===== config.mk =====
export PLATFORM = sky130hd
export DESIGN_NAME = uart_rx
export DESIGN_NICKNAME = d
export VERILOG_FILES = /design/src/rtl/uart_rx.sv
export SDC_FILE = /design/constraint.sdc
export NUM_CORES = 1
export LEC_CHECK = 0
export CAP_MARGIN = 10
export CORE_ASPECT_RATIO = 0.6
export CORE_MARGIN = 2
export CORE_UTILIZATION = 45
export CTS_BUF_LIST = sky130_fd_sc_hd__clkbuf_8
export DETAILED_ROUTE_END_ITERATION = 8
export GPL_ROUTABILITY_DRIVEN = 0
export PLACE_DENSITY = 0.72
export SETUP_SLACK_MARGIN = 0.3
export SLEW_MARGIN = 25
export SYNTH_ARGS = -nofsm -noshare
export SYNTH_HDL_FRONTEND = slang
export SYNTH_SLANG_ARGS = --single-unit

===== constraint.sdc =====
create_clock -name clk -period 3.52 [get_ports clk]
set_input_delay 0.704 -clock clk [delete_from_list [all_inputs] [get_ports clk]]
set_output_delay 0.704 -clock clk [all_outputs]
set_load 0.005 [all_outputs]

===== src/rtl/uart_rx.sv =====
// UART receiver: 8 data bits, LSB first, optional even parity, 1 stop bit.
// Decoded bytes land in a first-word-fall-through FIFO with sticky error flags.
module uart_rx #(
    parameter int CLKS_PER_BIT = 868,
    parameter int PARITY_EN    = 0,
    parameter int DEPTH        = 4
) (
    input  logic       clk,
    input  logic       rst,
    input  logic       uart_s_in,
    input  logic       rd_en,
    input  logic       err_clr,
    output logic [7:0] rx_data,
    output logic       rx_valid,
    output logic       rx_full,
    output logic       frame_err,
    output logic       parity_err,
    output logic       overrun
);

    localparam int CW = $clog2(CLKS_PER_BIT);
    localparam int AW = $clog2(DEPTH);
    localparam logic [CW-1:0] HALF_M1  = CW'(CLKS_PER_BIT / 2 - 1);
    localparam logic [CW-1:0] FULL_M1  = CW'(CLKS_PER_BIT - 1);
    localparam logic [AW:0]   FIFO_MAX = (AW + 1)'(DEPTH);

    typedef enum logic [2:0] {
        S_IDLE,
        S_START,
        S_DATA,
        S_PARITY,
        S_STOP,
        S_WAIT_HIGH
    } state_t;

    logic          r_sync1;
    logic          r_rxs;
    state_t        r_state;
    state_t        w_state_nx;
    logic [CW-1:0] r_cnt;
    logic [CW-1:0] w_cnt_nx;
    logic [2:0]    r_idx;
    logic [2:0]    w_idx_nx;
    logic [7:0]    r_shift;
    logic [7:0]    w_shift_nx;
    logic          r_par_bad;
    logic          w_par_bad_nx;

    logic          w_tick;
    logic          w_push;
    logic          w_pop;
    logic          w_frame_set;
    logic          w_par_set;
    logic          w_ovr_set;

    logic [7:0]    r_mem [DEPTH];
    logic [AW-1:0] r_wptr;
    logic [AW-1:0] r_rptr;
    logic [AW:0]   r_count;
    logic          r_frame_err;
    logic          r_parity_err;
    logic          r_overrun;

    assign w_tick = (r_cnt == '0);
    assign w_pop  = rd_en && (r_count != '0);

    // Two-flop synchronizer; idles high so reset never looks like a start bit
    always_ff @(posedge clk or negedge rst) begin
        if (!rst) begin
            r_sync1 <= 1'b1;
            r_rxs   <= 1'b1;
        end else begin
            r_sync1 <= uart_s_in;
            r_rxs   <= r_sync1;
        end
    end

    always_ff @(posedge clk or negedge rst) begin
        if (!rst) begin
            r_state   <= S_IDLE;
            r_cnt     <= '0;
            r_idx     <= '0;
            r_shift   <= '0;
            r_par_bad <= 1'b0;
        end else begin
            r_state   <= w_state_nx;
            r_cnt     <= w_cnt_nx;
            r_idx     <= w_idx_nx;
            r_shift   <= w_shift_nx;
            r_par_bad <= w_par_bad_nx;
        end
    end

    always_comb begin
        w_state_nx   = r_state;
        w_cnt_nx     = r_cnt;
        w_idx_nx     = r_idx;
        w_shift_nx   = r_shift;
        w_par_bad_nx = r_par_bad;
        w_push       = 1'b0;
        w_frame_set  = 1'b0;
        w_par_set    = 1'b0;
        w_ovr_set    = 1'b0;
        unique case (r_state)
            S_IDLE: begin
                if (!r_rxs) begin
                    w_cnt_nx   = HALF_M1;
                    w_state_nx = S_START;
                end
            end
            S_START: begin
                if (!w_tick) begin
                    w_cnt_nx = r_cnt - 1'b1;
                end else if (r_rxs) begin
                    w_state_nx = S_IDLE;
                end else begin
                    w_cnt_nx     = FULL_M1;
                    w_idx_nx     = '0;
                    w_par_bad_nx = 1'b0;
                    w_state_nx   = S_DATA;
                end
            end
            S_DATA: begin
                if (!w_tick) begin
                    w_cnt_nx = r_cnt - 1'b1;
                end else begin
                    w_shift_nx = {r_rxs, r_shift[7:1]};
                    w_cnt_nx   = FULL_M1;
                    if (r_idx == 3'd7) begin
                        w_state_nx = (PARITY_EN != 0) ? S_PARITY : S_STOP;
                    end else begin
                        w_idx_nx = r_idx + 1'b1;
                    end
                end
            end
            S_PARITY: begin
                if (!w_tick) begin
                    w_cnt_nx = r_cnt - 1'b1;
                end else begin
                    w_par_bad_nx = (^r_shift) ^ r_rxs;
                    w_cnt_nx     = FULL_M1;
                    w_state_nx   = S_STOP;
                end
            end
            S_STOP: begin
                if (!w_tick) begin
                    w_cnt_nx = r_cnt - 1'b1;
                end else if (!r_rxs) begin
                    w_frame_set = 1'b1;
                    w_state_nx  = S_WAIT_HIGH;
                end else begin
                    w_state_nx = S_IDLE;
                    if (r_par_bad) begin
                        w_par_set = 1'b1;
                    end else if ((r_count != FIFO_MAX) || w_pop) begin
                        w_push = 1'b1;
                    end else begin
                        w_ovr_set = 1'b1;
                    end
                end
            end
            S_WAIT_HIGH: begin
                if (r_rxs) begin
                    w_state_nx = S_IDLE;
                end
            end
            default: begin
                w_state_nx = S_IDLE;
            end
        endcase
    end

    always_ff @(posedge clk or negedge rst) begin
        if (!rst) begin
            for (int i = 0; i < DEPTH; i++) begin
                r_mem[i] <= '0;
            end
            r_wptr  <= '0;
            r_rptr  <= '0;
            r_count <= '0;
        end else begin
            if (w_push) begin
                r_mem[r_wptr] <= r_shift;
                r_wptr        <= r_wptr + 1'b1;
            end
            if (w_pop) begin
                r_rptr <= r_rptr + 1'b1;
            end
            unique case ({w_push, w_pop})
                2'b10:   r_count <= r_count + 1'b1;
                2'b01:   r_count <= r_count - 1'b1;
                default: r_count <= r_count;
            endcase
        end
    end

    // A set event in the same cycle as err_clr keeps the flag set
    always_ff @(posedge clk or negedge rst) begin
        if (!rst) begin
            r_frame_err  <= 1'b0;
            r_parity_err <= 1'b0;
            r_overrun    <= 1'b0;
        end else begin
            r_frame_err  <= w_frame_set | (r_frame_err  & ~err_clr);
            r_parity_err <= w_par_set   | (r_parity_err & ~err_clr);
            r_overrun    <= w_ovr_set   | (r_overrun    & ~err_clr);
        end
    end

    assign rx_data    = r_mem[r_rptr];
    assign rx_valid   = (r_count != '0);
    assign rx_full    = (r_count == FIFO_MAX);
    assign frame_err  = r_frame_err;
    assign parity_err = r_parity_err;
    assign overrun    = r_overrun;

endmodule


# After elaboration in Yosys (flattened, before gate mapping)
# Index checks and enable logic that the tools add are counted.
[totals] regBits=69 latchBits=0 ram_bits=0 rom_bits=0 inputBits=5 out_inout_bits=13 word_cells=123 n_memories=0
[op_classes] n_addsub=6 multipliers=0 div_mod_pow=0 magnitude_cmp=3 n_eq_ne=21 shift=0 mux=49 bitwise=10 reduce_logical=17
[op_table] cell="$mux 10" count=5
[op_table] cell="$pmux 10 s4" count=1
[op_table] cell="$mux 3" count=12
[op_table] cell="$bwmux 32" count=1
[op_table] cell="$mux 8" count=3
[op_table] cell="$mux 1" count=20
[op_table] cell="$ne 2x2->1 const B" count=10
[op_table] cell="$pmux 3 s6" count=1
[op_table] cell="$bmux 8 s2" count=1
[op_table] cell="$demux 8 s2" count=1
[op_table] cell="$eq 3x3->1 const B" count=4
[op_table] cell="$pmux 3 s2" count=2
[op_table] cell="$logic_not 10->1" count=1
[op_table] cell="$sub 10x1->10 const B" count=1
[op_table] cell="$reduce_and 4->1" count=2
[op_table] cell="$reduce_xor 8->1" count=1
[op_table] cell="$reduce_and 7->1" count=1
[op_table] cell="$add 3x1->3 const B" count=2
[op_table] cell="$eq 3x2->1 const B" count=2
[op_table] cell="$ge 3x3->1 const B" count=2
[op_table] cell="$ne 3x3->1 const B" count=2
[op_table] cell="$not 2->3" count=2
[op_table] cell="$reduce_bool 2->1" count=3
[op_table] cell="$reduce_and 5->1" count=1
[op_table] cell="19 further kinds" count=25

# Longest topological paths before layout
# Gate-level depths: netlist (run 1).
[depth] ltp_word=10 depth_mapped=13 mapped_depth_nobuf=11

# Least setup slack after synthesis (run 1)
# Ideal clock, no wire load.
[synth_timing] path_kind="input -> register" start="input port rd_en" end="register r_count[2]" setup_time_ns=0.079 arrival_time_ns=2.422 path_slack_ns=1.019 stages=8 path_buffers=0 path_cell_list="or4b_2 -> nand4_1 -> ha_1 -> inv_1 -> fa_1 -> xor2_1 -> nor2_1 -> xor2_1"
[synth_via] elab_chain_len=9 word_cells_on_any_way=11 cone_classes="eq/ne (2); mux (6); reduce/logical (3)"
[synth_rtl] element="from (decl)" line_no="11" rtl="input logic rd_en,"
[synth_rtl] element="$logic_and 1x1->1 *" line_no="65" rtl="assign w_pop = rd_en && (r_count != '0);"
[synth_rtl] element="$logic_or 1x1->1" line_no="155" rtl="end else if ((r_count != FIFO_MAX) || w_pop) begin"
[synth_rtl] element="$mux 1" line_no="155"
[synth_rtl] element="$mux 1" line_no="153" rtl="if (r_par_bad) begin"
[synth_rtl] element="$mux 1" line_no="148" rtl="end else if (!r_rxs) begin"
[synth_rtl] element="$mux 1" line_no="146" rtl="if (!w_tick) begin"
[synth_rtl] element="$mux 1" line_no="104" rtl="unique case (r_state)"
[synth_rtl] element="$eq 2x1->1 / $eq 2x2->1 (equally long branches)" line_no="189" rtl="unique case ({w_push, w_pop})"
[synth_rtl] element="$pmux 3 s2 / $reduce_bool 2->1 (equally long branches)"
[synth_rtl] element="to (signal assigned)" line_no="190" rtl="2'b10: r_count <= r_count + 1'b1;"
[synth_rtl] element="to (signal assigned)" line_no="191" rtl="2'b01: r_count <= r_count - 1'b1;"
[synth_rtl] element="to (signal assigned)" line_no="192" rtl="default: r_count <= r_count;"
[synth_rtl] element="to (decl)" line_no="59" rtl="logic [AW:0] r_count;"
# Every way passes the cells marked *; elsewhere a longest branch is shown, timed or not.
# A chain may end at the register's enable or synchronous reset.

# Worst setup path in the final report (run 1)
[layout_timing] start="register r_rptr[0]" end="output port rx_data[1]"
[layout_via] elab_chain_len=4
[layout_rtl] element="from (decl)" line_no="58" rtl="logic [AW-1:0] r_rptr;"
[layout_rtl] element="from (signal assigned)" line_no="187" rtl="r_rptr <= r_rptr + 1'b1;"
[layout_rtl] element="$not 2->3 (implied by the code)" line_no="210" rtl="assign rx_data = r_mem[r_rptr];"
[layout_rtl] element="$bmux 8 s2" line_no="210"
[layout_rtl] element="$mux 8 (implied by the code) (2 in series)" line_no="210"
[layout_rtl] element="to (decl)" line_no="13" rtl="output logic [7:0] rx_data,"
# No other way between the ends. The select of a mux whose other input is x is not followed.

==> metrics.yaml, run 1 <==
synthesis:
  synth_simple_gate_area_frac: 0.126
  ys_top_cells_by_area: "dfrtp_1, mux2_2, mux4_2"
  synth-seq-cells: 69
  avgSynthCellArea_um2: 12.8
  ys.flop_type: "dfrtp_1"
  synth-async-reset-ratio: 1.00
  synth-compound-area-share: 0.105
  synth_edf_count: 0
  synth_fp_nets: 306
  synth_top_area_share: 0.451
  yosys_warnings: 0
  yosys.area.top_type: "dfrtp_1"
  synth-xor-area-share: 0.0367
  synth_top_family_by_area: "multiplexers"
  synthAdderAreaFrac: 0.0357
  synth.most_common_cell: "dfrtp_1"
  syn_inst: 291
  synth.distinct_cells: 66
  syn_area_um2: 3720
  synthTopCellsByCount: "dfrtp_1, mux2_2, inv_1"
  muxShareOfSynthArea: 0.192
  yosysSeqAreaShare: 0.465
worst_setup_path:
  arrival_ps: 2150
  crit_path_end_kind: "output port"
  worst_setup_path_start_kind: "flop"
  crit_required_ps: 2820
  rr_worst_depth: 11
  critPathMaxFanout: 10
  crit_type: "reg -> out"
power:
  totalPowerFinal_mw: 1.68
  vdd_drop_max_mv: 0.157
  p_leak_nw: 1.90
  p_per_area_nw_per_um2: 406
timing:
  tightestPinTransition_ps: 856
  drv_slew: 0
  fin_crit_ps: 2860
  fin_setup_tns_ps: 0
  finalHoldViolCount: 0
  min_period_over_period: 0.812
  rsz0062_at_grt: "false"
  fmax_ghz: 0.350
  slew_headroom: 0.430
  finalSetupViolCount: 0
  fin_skew_ps: 7.28
cts:
  cts_tree: "built"
  post_cts_buffers: 0
  numCtsBuffers: 9
  cts_buffer_depth: 2
  clkTransAtPathRegs_ps: 70
  cts_num_sinks: 69
  cts_root_buf: "clkbuf_8"
  ctsResizeCount: 0
  clk-insertion-delay-late_ps: 340
  ctsHtreeMaxLevel: 3
  ctsHoldBuffers: 0
placed_design:
  dp_hpwl_um: 5040
  place_area_um2: 3950
  io_buffers: 17
route:
  via_per_inst: 5.68
  first_iter_violations: 124
  drcViolationCount: 0
  drt_pass1_iterations: 4
  wl_um: 7130
  avgRoutedWirePerCell_um: 17.1
  ant_nets: 0
  vias: 2367
finish:
  diodes: 0
  fin_nets: 320
  fin_area_um2: 4130
  syn2layout_area_growth_pct: 11.0
  drive_gt1_frac: 0.282
  nFillCells: 699
hold_path:
  holdPathStages: 0
  hp-class: "reg -> reg"
die:
  die_h_um: 74.4
  die_area_um2: 9030
  core-area_um2: 7950
  die_width_um: 121
  io_pins: 18
  initial_core_util: 0.468
  num_rows: 25
flow_run:
  cap_violations: 0
global_routing:
  grt_pass1_wl_um: 11700
  grt_max_degree: 70
  track_usage: 0.172
  antenna_found_initial: 0
  grt.overflow.total: 0
  grt_pass1_vias: 2218
run_status:
  status: "complete, no violations"
## metal layers
layer	up-vias	part of all wire	wire [µm]	GRT usage
met3	4	0.053	375	0.0613
met2	49	0.40	2870	0.217
met1	1200	0.54	3820	0.271
met5	-	0	0	0
li1	1114	-	-	-
met4	0	0.0083	59	0.0485
## worst paths after layout
kind,from,to,slack [ps]
worst max-delay path,r_rptr[0]$_DFFE_PN0P_,rx_data[1],660
worst min-delay path,r_sync1$_DFF_PN1_,r_rxs$_DFF_PN1_,350
worst max register to register,r_cnt[0]$_DFFE_PN0P_,r_count[2]$_DFFE_PN0P_,790
worst min register to register,r_sync1$_DFF_PN1_,r_rxs$_DFF_PN1_,350
max in group asynchronous,rst,overrun$_DFF_PN0_,2410
min in group asynchronous,rst,r_cnt[3]$_DFFE_PN0P_,550
## where the power goes
part	internal [mW]	switching, mW	total (mW)
Clock	0.308	0.285	0.593
Sequential	0.826	0.0778	0.903
Combinational	0.105	0.0736	0.179
## flip-flops by register name (all words and copies together) (netlist names)
signal / count
r_mem: 32
r_sync1: 1
r_wptr: 2
r_cnt: 10
overrun: 1
r_state: 3
parity_err: 1
r_rxs: 1
r_shift: 8
r_count: 3
r_par_bad: 1
frame_err: 1
r_idx: 3
r_rptr: 2
## layout by cell type (no fill, tap or decap), types with 3 or more instances in the layout
master,Yosys,layout
dfrtp_1,67,67
mux2_2,40,40
inv_1,16,16
clkdlybuf4s50_1,0,16
clkbuf_8,0,12
ha_1,9,9
mux4_2,8,8
nor2_1,8,8
nand2_1,8,8
xnor2_1,8,8
mux2i_1,6,6
o21ai_0,6,6
nand3_1,5,5
xor2_1,5,5
a21oi_1,5,5
or4_1,4,4
nor3_1,4,4
nand4_4,4,4
and3_1,3,3
o22ai_1,3,3
a211oi_1,3,3
a32oi_1,3,3
a221oi_1,3,3
a22o_1,3,3
## metrics by stage
| step | setup WS [ps] | instances | hold WS [ps] | util |
|---|---|---|---|---|
| floorplan | 1020 | 291 | 345 | - |
| global placement | 555 | 402 | 349 | 0.497 |
| detailed placement | 464 | 402 | 351 | 0.497 |
| CTS | 603 | 417 | 356 | 0.520 |
| global route | 516 | 417 | 356 | 0.520 |
| finish | 662 | 417 | 350 | 0.520 |
## area by class of cell
class                   count  area [µm²]  share of cell area
clock buffers              12         165              0.0400
clock inverters             3        20.0             0.00485
inverters                  16        60.1              0.0145
multi-input cells         190        1840               0.446
flip-flops and latches     69        1730               0.419
well taps                 108         135              0.0327
repair buffers             19         180              0.0436
## cells by family after synthesis
logic type / after synthesis
flip-flops: 69
AO/OA/AOI/OAI: 49
multiplexers: 56
AND/OR/NAND/NOR: 61
adder cells (fa/ha/maj): 10
XOR/XNOR: 14
buffers and inverters: 32
## worst max-delay path: stages (launching register included)
cell and delay (ps):
dfrtp_1 740, mux4_2 600, clkdlybuf4s50_1 470
(Power assumes the default switching activity.)
==> run 2: changes to the inputs <==
--- a/config.mk
+++ b/config.mk
@@ -12,7 +12,7 @@
 export CTS_BUF_LIST = sky130_fd_sc_hd__clkbuf_8
 export DETAILED_ROUTE_END_ITERATION = 8
 export GPL_ROUTABILITY_DRIVEN = 0
-export PLACE_DENSITY = 0.72
+export PLACE_DENSITY = 0.75
 export SETUP_SLACK_MARGIN = 0.3
 export SLEW_MARGIN = 25
 export SYNTH_ARGS = -nofsm -noshare
==> constraint.sdc (replaced) <==
create_clock -name clk -period 2.31 [get_ports clk]
set_input_delay 0.462 -clock clk [delete_from_list [all_inputs] [get_ports clk]]
set_output_delay 0.462 -clock clk [all_outputs]
set_load 0.005 [all_outputs]
==> metrics.yaml, run 2 (synthesis gave the netlist of run 1 again) <==
timing:
  slew_headroom: 0.623  # +0.194
  fin_crit_ps: 2270
  fin_ws_ps: 37.9  # -624 ps
  finalHoldViolCount: 0  # unchanged
  rsz0062_at_grt: "true"
  fin_setup_tns_ps: 0  # unchanged
  min_period_over_period: 0.984
  drv_slew: 0  # unchanged
  tightestPinTransition_ps: 560  # -296 ps
  fin_skew_ps: 12.7  # +5.47 ps
  finalSetupViolCount: 0  # unchanged
  fmax_ghz: 0.440
placed_design:
  dpl_worst_slack_ps: -458  # -922 ps
  dp_hpwl_um: 5700  # +13%
  io_buffers: 17  # unchanged
power:
  totalPowerFinal_mw: 2.98  # +78%
  seqPwrFrac: 0.448  # -0.091
  vdd_drop_max_mv: 0.265  # +69%
  netSwitchingFraction: 0.264  # +0.00410
  p_int_mw: 2.19  # +77%
  pwr-share-clk: 0.359  # +0.005
  p_comb_frac: 0.193  # +0.086
  p_per_area_nw_per_um2: 613  # +51%
  p_leak_nw: 2.33  # +23%
  switching_power_mw: 0.788  # +81%
route:
  avgRoutedWirePerCell_um: 19.3  # +13%
  first_iter_violations: 268  # +120%
  ant_nets: 0  # unchanged
  drcViolationCount: 0  # unchanged
  via_per_inst: 5.78  # +1.9%
  vias: 2654  # +12%
  drt_pass1_iterations: 4  # unchanged
  wl_um: 8850  # +24%
cts:
  ctsHoldBuffers: 0  # unchanged
  clkTransAtPathRegs_ps: 80  # about the same
  numCtsBuffers: 9  # unchanged
  cts_buffer_depth: 2  # unchanged
  cts_num_sinks: 69  # unchanged
  cts_tree: "built"
  ctsHtreeMaxLevel: 3  # unchanged
  clk-insertion-delay-late_ps: 350  # about the same
  cts_root_buf: "clkbuf_8"
die:
  num_rows: 25  # unchanged
  io_pins: 18  # unchanged
  die_h_um: 74.4  # unchanged
  die_area_um2: 9030  # unchanged
  core-area_um2: 7950  # unchanged
  initial_core_util: 0.468  # unchanged
  die_width_um: 121  # unchanged
finish:
  top_regs: "r_mem (32), r_cnt (10), r_shift (8)"
  regMostFlops: "r_mem"
  final_common_cell: "dfrtp_1"
  diodes: 0  # unchanged
  syn2layout_area_growth_pct: 30.7
  drive_gt1_frac: 0.487  # +0.206
  fin_nets: 362  # +13%
  final_cell_mix: "dfrtp_1, mux2_4, buf_4, inv_1"
  largest_reg_flops: 32  # unchanged
hold_path:
  hp-class: "in -> async"
global_routing:
  track_usage: 0.199  # +0.0271
  antenna_found_initial: 0  # unchanged
  grt_pass1_wl_um: 13300  # +14%
  grt_max_degree: 32  # -54%
  grt.overflow.total: 0  # unchanged
  grt_pass1_vias: 2526  # +14%
flow_run:
  cap_violations: 0  # unchanged
worst_setup_path:
  crit_type: "reg -> reg"
  critPathMaxFanout: 2  # -8
  crit_path_end_kind: "flop"
  worst_setup_path_start_kind: "flop"
  r2r_slack_ps: 40  # -750 ps
  crit_required_ps: 2570  # -250 ps
  arrival_ps: 2530  # +380 ps
run_status:
  status: "complete, no violations"
run 2: cell count changes in the layout (fill, tap and decap cells not counted), sizes merged:
cell,previous run,this run
dlygate4sd2,0,3
bufinv,0,2
buf,3,52
clkinv,1,2
clkbuf,12,10
clkdlybuf4s50,16,5
run 2: what timing repair did:
| item | 4_1_cts | 5_1_grt |
|---|---|---|
| gates resized for setup | 61 | 58 |
| gates cloned | 1 | 0 |
| pin swaps | 11 | 17 |
| buffers inserted | 10 | 4 |
| endpoints found under the setup margin | 60 | 66 |
run 2: per-stage QoR:
step / cells / hold WS (ps) / util / cell area, µm²
finish: 459 / 92.4 / 0.612 / 4860
global route: 459 / 126 / 0.612 / 4860
global placement: 429 / 347 / 0.529 / 4200
detailed placement: 429 / 354 / 0.529 / 4200
floorplan: 291 / 166 / - / 3770
CTS: 455 / 104 / 0.578 / 4600
run 2: layout make-up:
class	instances	area (µm²)
Tap cell	108	135
Fill cell	576	3080
Inverter	16	62.6
Timing Repair Buffer	61	573
Clock inverter	6	88.8
Multi-Input combinational cell	190	2150
Sequential cell	69	1730
Clock buffer	9	124
run 2: worst paths after layout:
kind                       cells after the start                   start                endpoint
max                                            8  r_count[0]$_DFFE_PN0P_  r_count[2]$_DFFE_PN0P_
max reg2reg                                    8  r_count[0]$_DFFE_PN0P_  r_count[2]$_DFFE_PN0P_
min                                            1                     rst    r_idx[1]$_DFFE_PN0P_
min in group clk                               0       r_sync1$_DFF_PN1_         r_rxs$_DFF_PN1_
min reg2reg                                    0       r_sync1$_DFF_PN1_         r_rxs$_DFF_PN1_
max in group asynchronous                      2                     rst   r_mem[27]$_DFFE_PN0P_
run 2: routing by layer:
| layer | part of all wire | vias up | GRT usage |
|---|---|---|---|
| met5 | 0 | - | 0 |
| li1 | - | 1191 | - |
| met2 | 0.45 | 66 | 0.303 |
| met4 | 0.016 | 0 | 0.0639 |
| met3 | 0.053 | 15 | 0.0483 |
| met1 | 0.48 | 1382 | 0.284 |
run 2: power by group through the flow:
stage	clock network [mW]	registers (mW)	logic (mW)
5_1_grt	1.13	1.34	0.625
3_5_place_dp	0	1.34	0.408
4_1_cts	1.08	1.34	0.557
3_3_place_gp	0	1.34	0.388
6_report	1.07	1.34	0.573
2_1_floorplan	0	1.30	0.271
run 2: critical path, cell delays in order (launching register included):
cell	delay, ps
dfrtp_1	390
or4b_4	550
nand4_1	130
ha_2	200
inv_2	40
fa_2	400
xor2_2	180
nor2_2	140
xor2_1	160
==> run 3: changes to the inputs <==
--- a/config.mk
+++ b/config.mk
@@ -10,6 +10,7 @@
 export CORE_MARGIN = 2
 export CORE_UTILIZATION = 45
 export CTS_BUF_LIST = sky130_fd_sc_hd__clkbuf_8
+export CTS_CLUSTER_SIZE = 8
 export DETAILED_ROUTE_END_ITERATION = 8
 export GPL_ROUTABILITY_DRIVEN = 0
 export PLACE_DENSITY = 0.75
==> results of run 3 <==
No change in the layout: final DEF, timing and power equal those of run 2.
